<file path="src/rtl/nasti_demux_ordered_if.sv">
// rtl/nasti_demux_ordered_if.sv - NASTI channel bundle; LANES=1 upstream, LANES=8 downstream
interface nasti_channel #(
  parameter int LANES      = 1,
  parameter int ID_WIDTH   = 1,
  parameter int ADDR_WIDTH = 8,
  parameter int DATA_WIDTH = 8,
  parameter int USER_WIDTH = 1
);
  logic [LANES-1:0]                   aw_valid, aw_ready;
  logic [LANES-1:0][ID_WIDTH-1:0]     aw_id;
  logic [LANES-1:0][ADDR_WIDTH-1:0]   aw_addr;
  logic [LANES-1:0][7:0]              aw_len;
  logic [LANES-1:0][USER_WIDTH-1:0]   aw_user;

  logic [LANES-1:0]                   w_valid, w_ready, w_last;
  logic [LANES-1:0][DATA_WIDTH-1:0]   w_data;
  logic [LANES-1:0][DATA_WIDTH/8-1:0] w_strb;
  logic [LANES-1:0][USER_WIDTH-1:0]   w_user;

  logic [LANES-1:0]                   b_valid, b_ready;
  logic [LANES-1:0][ID_WIDTH-1:0]     b_id;
  logic [LANES-1:0][1:0]              b_resp;
  logic [LANES-1:0][USER_WIDTH-1:0]   b_user;

  logic [LANES-1:0]                   ar_valid, ar_ready;
  logic [LANES-1:0][ID_WIDTH-1:0]     ar_id;
  logic [LANES-1:0][ADDR_WIDTH-1:0]   ar_addr;
  logic [LANES-1:0][7:0]              ar_len;
  logic [LANES-1:0][USER_WIDTH-1:0]   ar_user;

  logic [LANES-1:0]                   r_valid, r_ready, r_last;
  logic [LANES-1:0][ID_WIDTH-1:0]     r_id;
  logic [LANES-1:0][DATA_WIDTH-1:0]   r_data;
  logic [LANES-1:0][1:0]              r_resp;
  logic [LANES-1:0][USER_WIDTH-1:0]   r_user;

  modport master (
    output aw_valid, aw_id, aw_addr, aw_len, aw_user, input aw_ready,
    output w_valid, w_data, w_strb, w_last, w_user, input w_ready,
    input  b_valid, b_id, b_resp, b_user, output b_ready,
    output ar_valid, ar_id, ar_addr, ar_len, ar_user, input ar_ready,
    input  r_valid, r_id, r_data, r_resp, r_last, r_user, output r_ready
  );

  modport slave (
    input  aw_valid, aw_id, aw_addr, aw_len, aw_user, output aw_ready,
    input  w_valid, w_data, w_strb, w_last, w_user, output w_ready,
    output b_valid, b_id, b_resp, b_user, input b_ready,
    input  ar_valid, ar_id, ar_addr, ar_len, ar_user, output ar_ready,
    output r_valid, r_id, r_data, r_resp, r_last, r_user, input r_ready
  );
endinterface

</file>
<file path="src/rtl/nasti_demux_ordered.sv">
// rtl/nasti_demux_ordered.sv - address-decoded 1:8 NASTI demux with in-order responses and DECERR responder
module nasti_demux_ordered #(
  parameter int                            N_PORT          = 8,
  parameter int                            ID_WIDTH        = 1,
  parameter int                            ADDR_WIDTH      = 8,
  parameter int                            DATA_WIDTH      = 8,
  parameter int                            USER_WIDTH      = 1,
  parameter logic [N_PORT*ADDR_WIDTH-1:0]  BASE            = '0,
  parameter logic [N_PORT*ADDR_WIDTH-1:0]  MASK            = '0,
  parameter int                            MAX_OUTSTANDING = 4,
  parameter bit                            DECERR_EN       = 1'b1
) (
  input  logic         clk,
  input  logic         rstn,
  nasti_channel.slave  s,
  nasti_channel.master m
);
  localparam int         NL      = 8;
  localparam logic [3:0] ERR     = 4'd8;
  localparam logic [3:0] MAX_CNT = 4'(MAX_OUTSTANDING);

  typedef enum logic {R_IDLE, R_ERR} r_state_t;

  function automatic logic [3:0] decode(input logic [ADDR_WIDTH-1:0] addr);
    logic [3:0] tgt;
    logic       hit;
    tgt = DECERR_EN ? ERR : 4'd0;
    hit = 1'b0;
    for (int i = 0; i < N_PORT; i++) begin
      if (!hit && MASK[i*ADDR_WIDTH +: ADDR_WIDTH] != '0 &&
          (addr & ~MASK[i*ADDR_WIDTH +: ADDR_WIDTH]) == BASE[i*ADDR_WIDTH +: ADDR_WIDTH]) begin
        tgt = 4'(i);
        hit = 1'b1;
      end
    end
    return tgt;
  endfunction

  logic [3:0]          wr_cnt, rd_cnt, wr_tgt, rd_tgt, w_tgt, aw_tgt, ar_tgt;
  logic                w_lock, err_b_pend;
  logic [ID_WIDTH-1:0] err_b_id, err_r_id;
  logic [7:0]          err_len, err_beat;
  r_state_t            r_state, r_state_nx;
  logic                err_r_valid, err_r_last;
  logic                aw_ok, ar_ok, aw_hs, ar_hs, w_hs, b_hs, r_hs, r_err_hs;

  // A new target is only allowed once the previous target has fully drained,
  // and the error responder only ever holds one transaction per direction.
  always_comb begin
    aw_tgt = decode(s.aw_addr[0]);
    ar_tgt = decode(s.ar_addr[0]);
    aw_ok  = !w_lock && (wr_cnt < MAX_CNT) && (wr_cnt == 4'd0 || aw_tgt == wr_tgt) &&
             (aw_tgt != ERR || wr_cnt == 4'd0);
    ar_ok  = (rd_cnt < MAX_CNT) && (rd_cnt == 4'd0 || ar_tgt == rd_tgt) &&
             (ar_tgt != ERR || rd_cnt == 4'd0);
    s.aw_ready[0] = rstn && aw_ok && ((aw_tgt == ERR) || m.aw_ready[aw_tgt[2:0]]);
    s.ar_ready[0] = rstn && ar_ok && ((ar_tgt == ERR) || m.ar_ready[ar_tgt[2:0]]);
    s.w_ready[0]  = rstn && w_lock && ((w_tgt == ERR) || m.w_ready[w_tgt[2:0]]);
    aw_hs    = s.aw_valid[0] && s.aw_ready[0];
    ar_hs    = s.ar_valid[0] && s.ar_ready[0];
    w_hs     = s.w_valid[0] && s.w_ready[0];
    b_hs     = s.b_valid[0] && s.b_ready[0];
    r_hs     = s.r_valid[0] && s.r_ready[0];
    r_err_hs = r_hs && (rd_tgt == ERR);
  end

  always_comb begin
    if (wr_tgt == ERR) begin
      s.b_valid[0] = rstn && (wr_cnt != 4'd0) && err_b_pend;
      s.b_id[0]    = err_b_id;
      s.b_resp[0]  = 2'b11;
      s.b_user[0]  = '0;
    end else begin
      s.b_valid[0] = rstn && (wr_cnt != 4'd0) && m.b_valid[wr_tgt[2:0]];
      s.b_id[0]    = m.b_id[wr_tgt[2:0]];
      s.b_resp[0]  = m.b_resp[wr_tgt[2:0]];
      s.b_user[0]  = m.b_user[wr_tgt[2:0]];
    end
    if (rd_tgt == ERR) begin
      s.r_valid[0] = rstn && (rd_cnt != 4'd0) && err_r_valid;
      s.r_id[0]    = err_r_id;
      s.r_data[0]  = '0;
      s.r_resp[0]  = 2'b11;
      s.r_last[0]  = err_r_last;
      s.r_user[0]  = '0;
    end else begin
      s.r_valid[0] = rstn && (rd_cnt != 4'd0) && m.r_valid[rd_tgt[2:0]];
      s.r_id[0]    = m.r_id[rd_tgt[2:0]];
      s.r_data[0]  = m.r_data[rd_tgt[2:0]];
      s.r_resp[0]  = m.r_resp[rd_tgt[2:0]];
      s.r_last[0]  = m.r_last[rd_tgt[2:0]];
      s.r_user[0]  = m.r_user[rd_tgt[2:0]];
    end
  end

  // Payloads fan out to every lane; only the valid/ready pair is steered.
  always_comb begin
    for (int i = 0; i < NL; i++) begin
      m.aw_id[i]    = s.aw_id[0];
      m.aw_addr[i]  = s.aw_addr[0];
      m.aw_len[i]   = s.aw_len[0];
      m.aw_user[i]  = s.aw_user[0];
      m.ar_id[i]    = s.ar_id[0];
      m.ar_addr[i]  = s.ar_addr[0];
      m.ar_len[i]   = s.ar_len[0];
      m.ar_user[i]  = s.ar_user[0];
      m.w_data[i]   = s.w_data[0];
      m.w_strb[i]   = s.w_strb[0];
      m.w_last[i]   = s.w_last[0];
      m.w_user[i]   = s.w_user[0];
      m.aw_valid[i] = rstn && (i < N_PORT) && s.aw_valid[0] && aw_ok && (aw_tgt == 4'(i));
      m.ar_valid[i] = rstn && (i < N_PORT) && s.ar_valid[0] && ar_ok && (ar_tgt == 4'(i));
      m.w_valid[i]  = rstn && (i < N_PORT) && w_lock && (w_tgt == 4'(i)) && s.w_valid[0];
      m.b_ready[i]  = rstn && (i < N_PORT) && (wr_cnt != 4'd0) && (wr_tgt == 4'(i)) && s.b_ready[0];
      m.r_ready[i]  = rstn && (i < N_PORT) && (rd_cnt != 4'd0) && (rd_tgt == 4'(i)) && s.r_ready[0];
    end
  end

  always_ff @(posedge clk or negedge rstn) begin
    if (!rstn) begin
      wr_cnt     <= '0;
      rd_cnt     <= '0;
      wr_tgt     <= '0;
      rd_tgt     <= '0;
      w_tgt      <= '0;
      w_lock     <= 1'b0;
      err_b_pend <= 1'b0;
      err_b_id   <= '0;
      err_r_id   <= '0;
      err_len    <= '0;
      err_beat   <= '0;
    end else begin
      wr_cnt <= wr_cnt + {3'b0, aw_hs} - {3'b0, b_hs};
      rd_cnt <= rd_cnt + {3'b0, ar_hs} - {3'b0, r_hs && s.r_last[0]};
      if (aw_hs) begin
        w_lock <= 1'b1;
        w_tgt  <= aw_tgt;
        wr_tgt <= aw_tgt;
        if (aw_tgt == ERR) err_b_id <= s.aw_id[0];
      end else if (w_hs && s.w_last[0]) begin
        w_lock <= 1'b0;
      end
      if (w_hs && s.w_last[0] && w_tgt == ERR) err_b_pend <= 1'b1;
      else if (b_hs && wr_tgt == ERR)           err_b_pend <= 1'b0;
      if (ar_hs) begin
        rd_tgt <= ar_tgt;
        if (ar_tgt == ERR) begin
          err_r_id <= s.ar_id[0];
          err_len  <= s.ar_len[0];
          err_beat <= '0;
        end
      end else if (r_err_hs) begin
        err_beat <= err_beat + 8'd1;
      end
    end
  end

  always_ff @(posedge clk or negedge rstn) begin
    if (!rstn) r_state <= R_IDLE;
    else       r_state <= r_state_nx;
  end

  always_comb begin
    r_state_nx = r_state;
    case (r_state)
      R_IDLE: if (ar_hs && ar_tgt == ERR)   r_state_nx = R_ERR;
      R_ERR:  if (r_err_hs && err_r_last)   r_state_nx = R_IDLE;
      default:                              r_state_nx = R_IDLE;
    endcase
  end

  always_comb begin
    err_r_valid = (r_state == R_ERR);
    err_r_last  = err_r_valid && (err_beat == err_len);
  end
endmodule

</file>
<file path="src/flat_wrapper.sv">
// flat-port wrapper written by rule: the top's interface ports become plain ports
module nasti_demux_ordered_flat 
#(
  parameter int                            N_PORT          = 8,
  parameter int                            ID_WIDTH        = 1,
  parameter int                            ADDR_WIDTH      = 8,
  parameter int                            DATA_WIDTH      = 8,
  parameter int                            USER_WIDTH      = 1,
  parameter logic [N_PORT*ADDR_WIDTH-1:0]  BASE            = '0,
  parameter logic [N_PORT*ADDR_WIDTH-1:0]  MASK            = '0,
  parameter int                            MAX_OUTSTANDING = 4,
  parameter bit                            DECERR_EN       = 1'b1
)
  (clk, rstn, s_aw_valid, s_aw_id, s_aw_addr, s_aw_len, s_aw_user, s_aw_ready, s_w_valid, s_w_data, s_w_strb, s_w_last, s_w_user, s_w_ready, s_b_valid, s_b_id, s_b_resp, s_b_user, s_b_ready, s_ar_valid, s_ar_id, s_ar_addr, s_ar_len, s_ar_user, s_ar_ready, s_r_valid, s_r_id, s_r_data, s_r_resp, s_r_last, s_r_user, s_r_ready, m_aw_valid, m_aw_id, m_aw_addr, m_aw_len, m_aw_user, m_aw_ready, m_w_valid, m_w_data, m_w_strb, m_w_last, m_w_user, m_w_ready, m_b_valid, m_b_id, m_b_resp, m_b_user, m_b_ready, m_ar_valid, m_ar_id, m_ar_addr, m_ar_len, m_ar_user, m_ar_ready, m_r_valid, m_r_id, m_r_data, m_r_resp, m_r_last, m_r_user, m_r_ready);
  nasti_channel #(.LANES(1), .ID_WIDTH(ID_WIDTH), .ADDR_WIDTH(ADDR_WIDTH), .DATA_WIDTH(DATA_WIDTH), .USER_WIDTH(USER_WIDTH)) s_i ();
  nasti_channel #(.LANES(8), .ID_WIDTH(ID_WIDTH), .ADDR_WIDTH(ADDR_WIDTH), .DATA_WIDTH(DATA_WIDTH), .USER_WIDTH(USER_WIDTH)) m_i ();
  input  logic clk;
  input  logic rstn;
  input wire logic [$bits(s_i.aw_valid)-1:0] s_aw_valid;
  input wire logic [$bits(s_i.aw_id)-1:0] s_aw_id;
  input wire logic [$bits(s_i.aw_addr)-1:0] s_aw_addr;
  input wire logic [$bits(s_i.aw_len)-1:0] s_aw_len;
  input wire logic [$bits(s_i.aw_user)-1:0] s_aw_user;
  output wire logic [$bits(s_i.aw_ready)-1:0] s_aw_ready;
  input wire logic [$bits(s_i.w_valid)-1:0] s_w_valid;
  input wire logic [$bits(s_i.w_data)-1:0] s_w_data;
  input wire logic [$bits(s_i.w_strb)-1:0] s_w_strb;
  input wire logic [$bits(s_i.w_last)-1:0] s_w_last;
  input wire logic [$bits(s_i.w_user)-1:0] s_w_user;
  output wire logic [$bits(s_i.w_ready)-1:0] s_w_ready;
  output wire logic [$bits(s_i.b_valid)-1:0] s_b_valid;
  output wire logic [$bits(s_i.b_id)-1:0] s_b_id;
  output wire logic [$bits(s_i.b_resp)-1:0] s_b_resp;
  output wire logic [$bits(s_i.b_user)-1:0] s_b_user;
  input wire logic [$bits(s_i.b_ready)-1:0] s_b_ready;
  input wire logic [$bits(s_i.ar_valid)-1:0] s_ar_valid;
  input wire logic [$bits(s_i.ar_id)-1:0] s_ar_id;
  input wire logic [$bits(s_i.ar_addr)-1:0] s_ar_addr;
  input wire logic [$bits(s_i.ar_len)-1:0] s_ar_len;
  input wire logic [$bits(s_i.ar_user)-1:0] s_ar_user;
  output wire logic [$bits(s_i.ar_ready)-1:0] s_ar_ready;
  output wire logic [$bits(s_i.r_valid)-1:0] s_r_valid;
  output wire logic [$bits(s_i.r_id)-1:0] s_r_id;
  output wire logic [$bits(s_i.r_data)-1:0] s_r_data;
  output wire logic [$bits(s_i.r_resp)-1:0] s_r_resp;
  output wire logic [$bits(s_i.r_last)-1:0] s_r_last;
  output wire logic [$bits(s_i.r_user)-1:0] s_r_user;
  input wire logic [$bits(s_i.r_ready)-1:0] s_r_ready;
  output wire logic [$bits(m_i.aw_valid)-1:0] m_aw_valid;
  output wire logic [$bits(m_i.aw_id)-1:0] m_aw_id;
  output wire logic [$bits(m_i.aw_addr)-1:0] m_aw_addr;
  output wire logic [$bits(m_i.aw_len)-1:0] m_aw_len;
  output wire logic [$bits(m_i.aw_user)-1:0] m_aw_user;
  input wire logic [$bits(m_i.aw_ready)-1:0] m_aw_ready;
  output wire logic [$bits(m_i.w_valid)-1:0] m_w_valid;
  output wire logic [$bits(m_i.w_data)-1:0] m_w_data;
  output wire logic [$bits(m_i.w_strb)-1:0] m_w_strb;
  output wire logic [$bits(m_i.w_last)-1:0] m_w_last;
  output wire logic [$bits(m_i.w_user)-1:0] m_w_user;
  input wire logic [$bits(m_i.w_ready)-1:0] m_w_ready;
  input wire logic [$bits(m_i.b_valid)-1:0] m_b_valid;
  input wire logic [$bits(m_i.b_id)-1:0] m_b_id;
  input wire logic [$bits(m_i.b_resp)-1:0] m_b_resp;
  input wire logic [$bits(m_i.b_user)-1:0] m_b_user;
  output wire logic [$bits(m_i.b_ready)-1:0] m_b_ready;
  output wire logic [$bits(m_i.ar_valid)-1:0] m_ar_valid;
  output wire logic [$bits(m_i.ar_id)-1:0] m_ar_id;
  output wire logic [$bits(m_i.ar_addr)-1:0] m_ar_addr;
  output wire logic [$bits(m_i.ar_len)-1:0] m_ar_len;
  output wire logic [$bits(m_i.ar_user)-1:0] m_ar_user;
  input wire logic [$bits(m_i.ar_ready)-1:0] m_ar_ready;
  input wire logic [$bits(m_i.r_valid)-1:0] m_r_valid;
  input wire logic [$bits(m_i.r_id)-1:0] m_r_id;
  input wire logic [$bits(m_i.r_data)-1:0] m_r_data;
  input wire logic [$bits(m_i.r_resp)-1:0] m_r_resp;
  input wire logic [$bits(m_i.r_last)-1:0] m_r_last;
  input wire logic [$bits(m_i.r_user)-1:0] m_r_user;
  output wire logic [$bits(m_i.r_ready)-1:0] m_r_ready;
  assign s_i.aw_valid = s_aw_valid;
  assign s_i.aw_id = s_aw_id;
  assign s_i.aw_addr = s_aw_addr;
  assign s_i.aw_len = s_aw_len;
  assign s_i.aw_user = s_aw_user;
  assign s_aw_ready = s_i.aw_ready;
  assign s_i.w_valid = s_w_valid;
  assign s_i.w_data = s_w_data;
  assign s_i.w_strb = s_w_strb;
  assign s_i.w_last = s_w_last;
  assign s_i.w_user = s_w_user;
  assign s_w_ready = s_i.w_ready;
  assign s_b_valid = s_i.b_valid;
  assign s_b_id = s_i.b_id;
  assign s_b_resp = s_i.b_resp;
  assign s_b_user = s_i.b_user;
  assign s_i.b_ready = s_b_ready;
  assign s_i.ar_valid = s_ar_valid;
  assign s_i.ar_id = s_ar_id;
  assign s_i.ar_addr = s_ar_addr;
  assign s_i.ar_len = s_ar_len;
  assign s_i.ar_user = s_ar_user;
  assign s_ar_ready = s_i.ar_ready;
  assign s_r_valid = s_i.r_valid;
  assign s_r_id = s_i.r_id;
  assign s_r_data = s_i.r_data;
  assign s_r_resp = s_i.r_resp;
  assign s_r_last = s_i.r_last;
  assign s_r_user = s_i.r_user;
  assign s_i.r_ready = s_r_ready;
  assign m_aw_valid = m_i.aw_valid;
  assign m_aw_id = m_i.aw_id;
  assign m_aw_addr = m_i.aw_addr;
  assign m_aw_len = m_i.aw_len;
  assign m_aw_user = m_i.aw_user;
  assign m_i.aw_ready = m_aw_ready;
  assign m_w_valid = m_i.w_valid;
  assign m_w_data = m_i.w_data;
  assign m_w_strb = m_i.w_strb;
  assign m_w_last = m_i.w_last;
  assign m_w_user = m_i.w_user;
  assign m_i.w_ready = m_w_ready;
  assign m_i.b_valid = m_b_valid;
  assign m_i.b_id = m_b_id;
  assign m_i.b_resp = m_b_resp;
  assign m_i.b_user = m_b_user;
  assign m_b_ready = m_i.b_ready;
  assign m_ar_valid = m_i.ar_valid;
  assign m_ar_id = m_i.ar_id;
  assign m_ar_addr = m_i.ar_addr;
  assign m_ar_len = m_i.ar_len;
  assign m_ar_user = m_i.ar_user;
  assign m_i.ar_ready = m_ar_ready;
  assign m_i.r_valid = m_r_valid;
  assign m_i.r_id = m_r_id;
  assign m_i.r_data = m_r_data;
  assign m_i.r_resp = m_r_resp;
  assign m_i.r_last = m_r_last;
  assign m_i.r_user = m_r_user;
  assign m_r_ready = m_i.r_ready;
  nasti_demux_ordered #(.N_PORT(N_PORT), .ID_WIDTH(ID_WIDTH), .ADDR_WIDTH(ADDR_WIDTH), .DATA_WIDTH(DATA_WIDTH), .USER_WIDTH(USER_WIDTH), .BASE(BASE), .MASK(MASK), .MAX_OUTSTANDING(MAX_OUTSTANDING), .DECERR_EN(DECERR_EN)) u_core (.clk(clk), .rstn(rstn), .s(s_i), .m(m_i));
endmodule
</file>
<file path="config.mk">
export PLATFORM = sky130hd
export DESIGN_NAME = nasti_demux_ordered_flat
export DESIGN_NICKNAME = d
export VERILOG_FILES = /design/src/rtl/nasti_demux_ordered_if.sv /design/src/rtl/nasti_demux_ordered.sv /design/src/flat_wrapper.sv
export SDC_FILE = /design/constraint.sdc
export NUM_CORES = 1
export LEC_CHECK = 0
export CAP_MARGIN = 25
export CELL_PAD_IN_SITES_DETAIL_PLACEMENT = 0
export CELL_PAD_IN_SITES_GLOBAL_PLACEMENT = 1
export CORE_AREA = 2 2 264 266
export CTS_CLUSTER_SIZE = 25
export DETAILED_ROUTE_END_ITERATION = 10
export DIE_AREA = 0 0 266 268
export DONT_BUFFER_PORTS = 1
export GPL_ROUTABILITY_DRIVEN = 0
export PLACE_DENSITY_LB_ADDON = 0.1
export SLEW_MARGIN = 30
export SYNTH_ARGS = -nofsm -noshare
export SYNTH_HDL_FRONTEND = slang
export SYNTH_SLANG_ARGS = --single-unit
</file>
<file path="constraint.sdc">
create_clock -name clk -period 7.45 [get_ports clk]
set_input_delay 2.235 -clock clk [delete_from_list [all_inputs] [get_ports clk]]
set_output_delay 2.235 -clock clk [all_outputs]
set_load 0.01 [all_outputs]
</file>
; ---- Word-level counts from Yosys, hierarchy flattened
; Index checks and enable logic that the tools add are counted.
[word_totals]
input_bits = 230
reg_bits = 31
word_cells = 85
output_inout_bits = 438
[op_classes]
eq_ne = 1
order_cmp = 2
bitwise_logic = 1
n_mux = 19
add_sub_neg = 5
reduce_logical = 46
[ops]
columns = cell, count
row1 = 1-bit logical AND, 33
row2 = 8-bit two-way mux, 3
row3 = 4-bit zero test, 4
row4 = 1-bit two-way mux, 13
row5 = 4-bit by 1-bit adder with 4-bit output, 2
row6 = "8-bit by 1-bit adder with 8-bit output, second input constant", 1
row7 = 8-bit == test, 1
row8 = "4-bit by 3-bit < comparator with 1-bit output, second input constant", 2
row9 = 4-bit nonzero test, 2
row10 = 4-bit by 1-bit subtractor with 4-bit output, 2
row11 = 2-bit nonzero test, 3
row12 = 2-bit two-way mux, 2
row13 = 1-bit logical OR, 3
row14 = 1-bit one-hot mux with 2 select lines, 1
row15 = 1-bit zero test, 1
row16 = 1-bit inverter, 1

; ---- Logic depth before layout (Yosys ltp)
; Gate-level depths: netlist of run 1.
[logic_depth]
word_depth = 9
depth_mapped = 12

; ---- Worst setup path after synthesis of run 1
; Ideal clock, no wire load.
[synth_path]
path_type = input port to output port
start = input rstn
end = output m_b_ready[0]
n_path_buf = 1
slack_ps = 2395
path_stages = 3
t_arrival_ps = 2820
cell_sequence = buf_2 > nand2_1 > nor3b_1
[synth_via]
elab_chain_cells = 3
[synth_lines]
columns = element, line_no
row1 = from (decl), flat_wrapper.sv:18  ; input logic rstn;
row2 = 1-bit logical AND (3 in a row), nasti_demux_ordered.sv:114  ; m.b_ready[i] = rstn && (i < N_PORT) && (wr_cnt != 4'd0) && (wr_tgt == 4'(i)) && s.b_ready[0];
row3 = to (decl), flat_wrapper.sv:65  ; output wire logic [$bits(m_i.b_ready)-1:0] m_b_ready;
; No other way between the ends.

; ---- Final worst setup path of run 1
[layout_path]
start = input rstn
end = output m_w_valid[0]
[layout_via]
elab_chain_cells = 3
[layout_lines]
columns = element, line_no
row1 = 1-bit logical AND (3 in a row), nasti_demux_ordered.sv:113  ; m.w_valid[i] = rstn && (i < N_PORT) && w_lock && (w_tgt == 4'(i)) && s.w_valid[0];
row2 = to (decl), flat_wrapper.sv:55  ; output wire logic [$bits(m_i.w_valid)-1:0] m_w_valid;
; No other way between the ends.

==> results.sh, run 1 <==
export IMPL_grt_pass1_wl_um=14100
export IMPL_drive_gt1_share_pct=10.4
export IMPL_ioPinCount=668
export IMPL_yosysSeqAreaShare_pct=15.7
export IMPL_cts_resized=0
export IMPL_r2r_setup_slack_ns=4.47
export IMPL_irDropWorstVdd_mv=0.0978
export IMPL_fp_dieArea_um2=71300
export IMPL_dpl_hpwl_um=8350
export IMPL_routed_via_density=1.43
export IMPL_clkPwrFrac_pct=32.4
export IMPL_yosysUniqueCellTypes=39
export IMPL_path_cells="nand2_1, nor3b_1"
export IMPL_cts_hold_buf=0
export IMPL_die_w_um=266
export IMPL_end_kind="output pin"
export IMPL_place_area_um2=3050
export IMPL_power_share_combinational_pct=32.8
export IMPL_whs_path_depth=2
export IMPL_core_rowCount=96
export IMPL_start_util_pct=7.24
export IMPL_drt_initial_drc_count=41
export IMPL_crit_buf_inv=0
export IMPL_clkTransAtPathRegs_ns=0.06
export IMPL_coreArea_um2=68200
export IMPL_areaGrowthSynthToFinish_pct=-34.2
export IMPL_synth_area_um2=4940
export IMPL_finalClockSkew_ns=0.00992
export IMPL_switching_power_w=0.000333
export IMPL_worstPathArrival_ns=2.75
export IMPL_max_slew_worst_pin_slew_ns=0.783
export IMPL_gr_usage_all_layers_pct=2.92
export IMPL_synth_top_cell_by_area="buf_4"
export IMPL_grt_max_degree=41
export IMPL_wl_um=10500
export IMPL_ys_warnings_count=0
export IMPL_synth_seq_cells=31
export IMPL_worstHoldPathType="reg -> reg"
export IMPL_worst_path_max_delay_cell="nor3b_1"
export IMPL_worstSetupPathType="in -> out"
export IMPL_port_buffers=0
export IMPL_r2r_end="u_core.rd_cnt[2]"
export IMPL_cp_max_fo=40
export IMPL_whs_ns=0.497
export IMPL_leakage_nw=1.15
export IMPL_setup_viol_count_final=0
export IMPL_die_y_um=268
export IMPL_critPathRequiredTime_ns=5.22
export IMPL_clock_root_buffer="clkbuf_16"
export IMPL_tritoncts="done"
export IMPL_cts_sinks=31
export IMPL_power_frac_seq_pct=34.8
export IMPL_antenna_left=0
export IMPL_status="complete, no violations"
export IMPL_synth_area_top_cells="buf_4 63%, dfrtp_1 16%, ha_1 2.8%"
export IMPL_hold_path_end="u_core.err_len[7]"
export IMPL_cts_htree_levels=2
export IMPL_cts_buffer_depth=2
export IMPL_vias=1593
export IMPL_avgSynthCellArea_um2=8.18
export IMPL_route_detailed_drc=0
export IMPL_grt_antenna_before_repair=5
export IMPL_critPathTopFamily="simple AND/OR/NAND/NOR gates"
export IMPL_clk_latency_ns=0.30
export IMPL_finalCriticalPeriod_ns=4.98
export IMPL_fin_area_um2=3250
export IMPL_post_cts_setup_buffer_count=0
export IMPL_rsz0062_at_grt="no"
export IMPL_finalSetupTns_ns=0
export IMPL_p_sw_share_pct=37.6
export IMPL_start_kind="primary input"
export IMPL_drv_cap=0
export IMPL_final_hold_violation_count=0
export IMPL_wl_per_cell_um=9.45
export IMPL_worstRegToRegCells=9
export IMPL_slew_headroom_pct=47.3
export IMPL_slew_violations=0
export IMPL_syn_inst=604
export IMPL_p_per_area_nw_per_um2=272
export IMPL_min_period_over_period_pct=66.9
export IMPL_rr_startpoint="u_core.rd_cnt[2]"
export IMPL_worstHoldStart="u_core.err_len[7]"
export IMPL_p_int_w=0.000552
export IMPL_overflow=0
export IMPL_synth_top_area_share_pct=63.1
export IMPL_firstDrtPassIters=4
export IMPL_nets=472
export IMPL_fmaxAchievable_mhz=201
export IMPL_grt_pass1_vias=1717
export IMPL_cpPeakStageDelay_ns=0.38
export IMPL_cts_buffers=5
-- worst max-delay path by stage --
stage / startpoint / to / slack (ns) / cells after the start
after floorplan: rstn / m_b_ready[0] / 2.39 / 3
after global placement: rstn / m_w_valid[0] / 2.49 / 2
after detailed placement: rstn / m_w_valid[0] / 2.49 / 2
after CTS: rstn / m_w_valid[0] / 2.49 / 2
after global routing: rstn / m_w_valid[0] / 2.43 / 2
final: rstn / m_w_valid[0] / 2.47 / 2
-- cell usage after synthesis --
cell type and n:
nor3b_1 4, fa_1 2, nor2_1 11, xnor2_1 6, or2_2 4, dfrtp_1 31
nand2_2 1, inv_2 1, and3_1 1, buf_2 1, a21oi_1 2, nand2b_1 1
nand4_1 2, mux2_4 1, and2_1 2, nand3_1 4, a22o_1 1, mux2_2 3
nand2_1 34, conb_1 1, o21a_1 1, nor3_1 2, a21o_1 2, inv_1 17
nor4_2 1, buf_4 415, or2b_1 1, xor2_1 11, mux2i_1 3, nand3_2 1
nor2b_1 10, ha_1 11, nor4_1 3, o21ai_0 4, nand3b_1 2, clkbuf_1 3
nand4_4 1, or3b_4 1, nor3b_4 2
-- cell type report --
class                      count  area (µm²)
inverter                      18        67.6
antenna                        3        7.51
multi-input combinational    172        1100
fill                        8055       65000
clock buffer                   6         129
clock inverter                 2        60.1
timing repair buffer           1        7.51
sequential                    31         776
tap                          882        1100
-- stage by stage --
stage / instances / util [%] / power (W) / setup slack, ns
after floorplan: 640 / - / 0.000750 / 2.39
after global placement: 1104 / 4.48 / 0.000618 / 2.49
after detailed placement: 1104 / 4.48 / 0.000617 / 2.49
after CTS: 1112 / 4.75 / 0.000927 / 2.49
after global routing: 1112 / 4.75 / 0.000976 / 2.43
final: 1115 / 4.76 / 0.000885 / 2.47
-- flip-flops by register name (all words and copies together) (netlist names) --
| name | cells |
|---|---|
| u_core.err_beat | 8 |
| u_core.err_len | 8 |
| u_core.rd_cnt | 4 |
| u_core.wr_cnt | 4 |
| u_core.err_b_id | 1 |
| u_core.err_b_pend | 1 |
| u_core.err_r_id | 1 |
| u_core.err_r_valid | 1 |
| u_core.rd_tgt | 1 |
| u_core.w_lock | 1 |
| u_core.w_tgt | 1 |
-- power by group through the flow --
stage | Combinational (W) | Sequential [W] | Clock (W)
finish | 0.000290 | 0.000308 | 0.000287
global route | 0.000345 | 0.000319 | 0.000312
CTS | 0.000304 | 0.000311 | 0.000311
detailed placement | 0.000303 | 0.000314 | 0
global placement | 0.000304 | 0.000314 | 0
floorplan | 0.000477 | 0.000274 | 0
-- metal layers --
layer	GRT usage (%)	share of wire [%]	up-vias
met5	0	0.26	-
met4	2.66	5.6	4
met3	2.27	17	58
met2	3.84	42	171
met1	2.92	35	701
li1	-	-	659
-- layout by cell type, fill, tap and decap left out, types with 3 or more instances in the layout --
cell type / instances
ha_1: 11
nand3_1: 4
o21ai_0: 4
dfrtp_1: 31
diode_2: 3
conb_1: 37
nor2_1: 11
xnor2_1: 6
mux2_2: 3
nand2_1: 34
nor4_1: 3
nor3b_1: 4
mux2i_1: 3
clkbuf_16: 5
inv_1: 17
or2_2: 4
nor2b_1: 10
xor2_1: 11
-- worst reg2reg max path: cells and delay by family (launching register included) --
family	cells	cell delay [ns]
and+or+nand+nor	2	0.97
adders and majority gates	3	0.80
buffers and inverters	3	0.63
DFF	1	0.35
xor gates and xnor gates	1	0.13
-- cells by family (layout without fill, tap and decap cells) --
logic type,Yosys count,count (layout),share of synthesized area [%]
compound gates,10,10,1.24
xor+xnor,17,17,3.01
fa+ha+maj,13,13,3.60
buf+inv,437,27,64.8
flops,31,31,15.7
mux,7,7,1.60
other cells,1,40,0.0759
simple gates,88,88,10.0
(Power assumes the default switching activity.)
==> inputs of run 2 (changes only) <==
CORE_AREA = 2 2 256 258   (was 2 2 264 266)
DIE_AREA = 0 0 258 260   (was 0 0 266 268)
clock period = 4.15 ns   (was 7.45 ns; I/O delays follow)
==> run 2 against run 1 <==
Final cell count is 2.3% lower. Non-clock buffer count is 2 higher. Power is 68% higher. Via count is 0.75% lower. Clock skew is 0.0016 ns lower. Cell area is 2.1% lower. Sequential share of layout area is 0.52 points higher. Largest power group is now combinational cells. Setup slack worse by 1.6 ns. Clock power is 39% higher.
==> results.sh, run 2 (synthesized netlist as in run 1, its figures left out) <==
export IMPL_routed_via_density=1.45
export IMPL_areaGrowthSynthToFinish_pct=-35.6
export IMPL_seq_area_um2=776
export IMPL_switching_power_w=0.000616
export IMPL_cts_sinks=31
export IMPL_grt_use_met2_pct=3.98
export IMPL_final_core_util_pct=4.96
export IMPL_core_rowCount=93
export IMPL_slew_violations=0
export IMPL_grt_use_met3_pct=1.89
export IMPL_grt_pass1_wl_um=14600
export IMPL_reg_top3="u_core.err_beat x8, u_core.err_len x8"
export IMPL_final_common_cell="conb_1"
export IMPL_clock_root_buffer="clkbuf_16"
export IMPL_slew_headroom_pct=48.4
export IMPL_route_detailed_drc=0
export IMPL_clkTransAtPathRegs_ns=0.06
export IMPL_drive_gt1_share_pct=11.2
export IMPL_cts_hold_buf=0
export IMPL_place_area_um2=3040
export IMPL_cts_buffer_depth=2
export IMPL_worstHoldPathType="reg -> reg"
export IMPL_post_cts_setup_buffer_count=0
export IMPL_antenna_left=0
export IMPL_nets=474
export IMPL_ioPinCount=668
export IMPL_cp_max_fo=4
export IMPL_p_int_w=0.000871
export IMPL_finalSetupTns_ns=0
export IMPL_status="complete, no violations"
export IMPL_fmaxAchievable_mhz=308
export IMPL_clk_latency_ns=0.30
export IMPL_fp_dieArea_um2=67100
export IMPL_power_frac_seq_pct=36.1
export IMPL_grt_max_degree=41
export IMPL_worstSetupPathType="reg -> out"
export IMPL_dpl_hpwl_um=8550
export IMPL_wl_per_cell_um=9.86
export IMPL_cts_htree_levels=2
export IMPL_clkPwrFrac_pct=26.9
export IMPL_tritoncts="done"
export IMPL_r2r_setup_slack_ns=1.24
export IMPL_die_y_um=260
export IMPL_leakage_nw=1.14
export IMPL_setup_viol_count_final=0
export IMPL_die_w_um=258
export IMPL_p_per_area_nw_per_um2=467
export IMPL_start_util_pct=7.70
export IMPL_gr_usage_all_layers_pct=3.18
export IMPL_use_met1_pct=3.75
export IMPL_final_cell_mix="37 x conb_1, 34 x nand2_1, 31 x dfrtp_1, 17 x inv_1"
export IMPL_worstPathArrival_ns=2.01
export IMPL_max_slew_worst_pin_slew_ns=0.767
export IMPL_whs_ns=0.491
export IMPL_port_buffers=0
export IMPL_filler_cell_count=7567
export IMPL_grt_antenna_before_repair=3
export IMPL_firstDrtPassIters=3
export IMPL_critPathRequiredTime_ns=2.90
export IMPL_vias=1581
export IMPL_finalClockSkew_ns=0.00835
export IMPL_cts_buffers=5
export IMPL_grt_pass1_vias=1730
export IMPL_power_share_combinational_pct=37.0
export IMPL_final_hold_violation_count=0
export IMPL_rsz0062_at_grt="no"
export IMPL_overflow=0
export IMPL_start_kind="flop"
export IMPL_end_kind="output pin"
export IMPL_fin_area_um2=3180
export IMPL_wl_um=10700
export IMPL_cts_resized=0
export IMPL_irDropWorstVdd_mv=0.121
export IMPL_p_sw_share_pct=41.4
export IMPL_grt_busiest_layer="met2"
export IMPL_finalCriticalPeriod_ns=3.25
export IMPL_multi_input_area_um2=1100
export IMPL_min_period_over_period_pct=78.3
export IMPL_drt_initial_drc_count=57
export IMPL_coreArea_um2=64100
export IMPL_drv_cap=0
==> run 2: cell count changes in the layout (fill, tap and decap cells not counted) <==
cell	delta
buf_4	+2
bufinv_16	-2
clkinv_2	+1
clkinvlp_4	+1
diode_2	-1
==> run 2: path summary, 6_finish.rpt <==
kind                                       to  depth (start not counted)               start
max                                  s_r_last                          4  u_core.err_beat[5]
min                        u_core.err_beat[7]                          1  u_core.err_beat[7]
max reg2reg                  u_core.rd_cnt[2]                         10  u_core.err_beat[5]
min reg2reg                u_core.err_beat[7]                          1  u_core.err_beat[7]
max in group asynchronous     u_core.err_b_id                          0                rstn
min in group asynchronous     u_core.err_r_id                          0                rstn
==> run 2: worst max-delay path, stage by stage, from the launching register on <==
cell and delay [ns]:
dfrtp_1 0.44, xor2_1 0.16, nor4_1 0.69, nand4_1 0.19
o21ai_0 0.21
==> run 2: cell type report <==
type,count,share of cell area (%)
multi-input cells,172,34.6
well taps,855,33.6
flip-flops and latches,31,24.4
clock buffers,6,4.05
inverters,18,2.12
repair buffers,3,0.708
clock inverters,2,0.393
diodes,2,0.157
==> run 2: per-stage QoR <==
stage | setup WS [ns] | std cells | power, W
after CTS | 0.806 | 1087 | 0.00155
final | 0.899 | 1089 | 0.00149
after floorplan | 1.07 | 640 | 0.00135
after global routing | 0.679 | 1087 | 0.00164
after detailed placement | 0.779 | 1079 | 0.00112
after global placement | 0.778 | 1079 | 0.00112
==> run 2: power groups by stage <==
stage	combinational (W)	clock [W]	sequential, W
6_report	0.000551	0.000400	0.000537
5_1_grt	0.000635	0.000440	0.000561
4_1_cts	0.000572	0.000435	0.000543
3_5_place_dp	0.000567	0	0.000548
3_3_place_gp	0.000574	0	0.000547
2_1_floorplan	0.000856	0	0.000491
==> run 2: per-layer routing <==
metal  up-vias  wire length, µm
li1        656                -
met1       692             4490
met2       193             4140
met3        40             1570
met4         0              528
met5         -                0
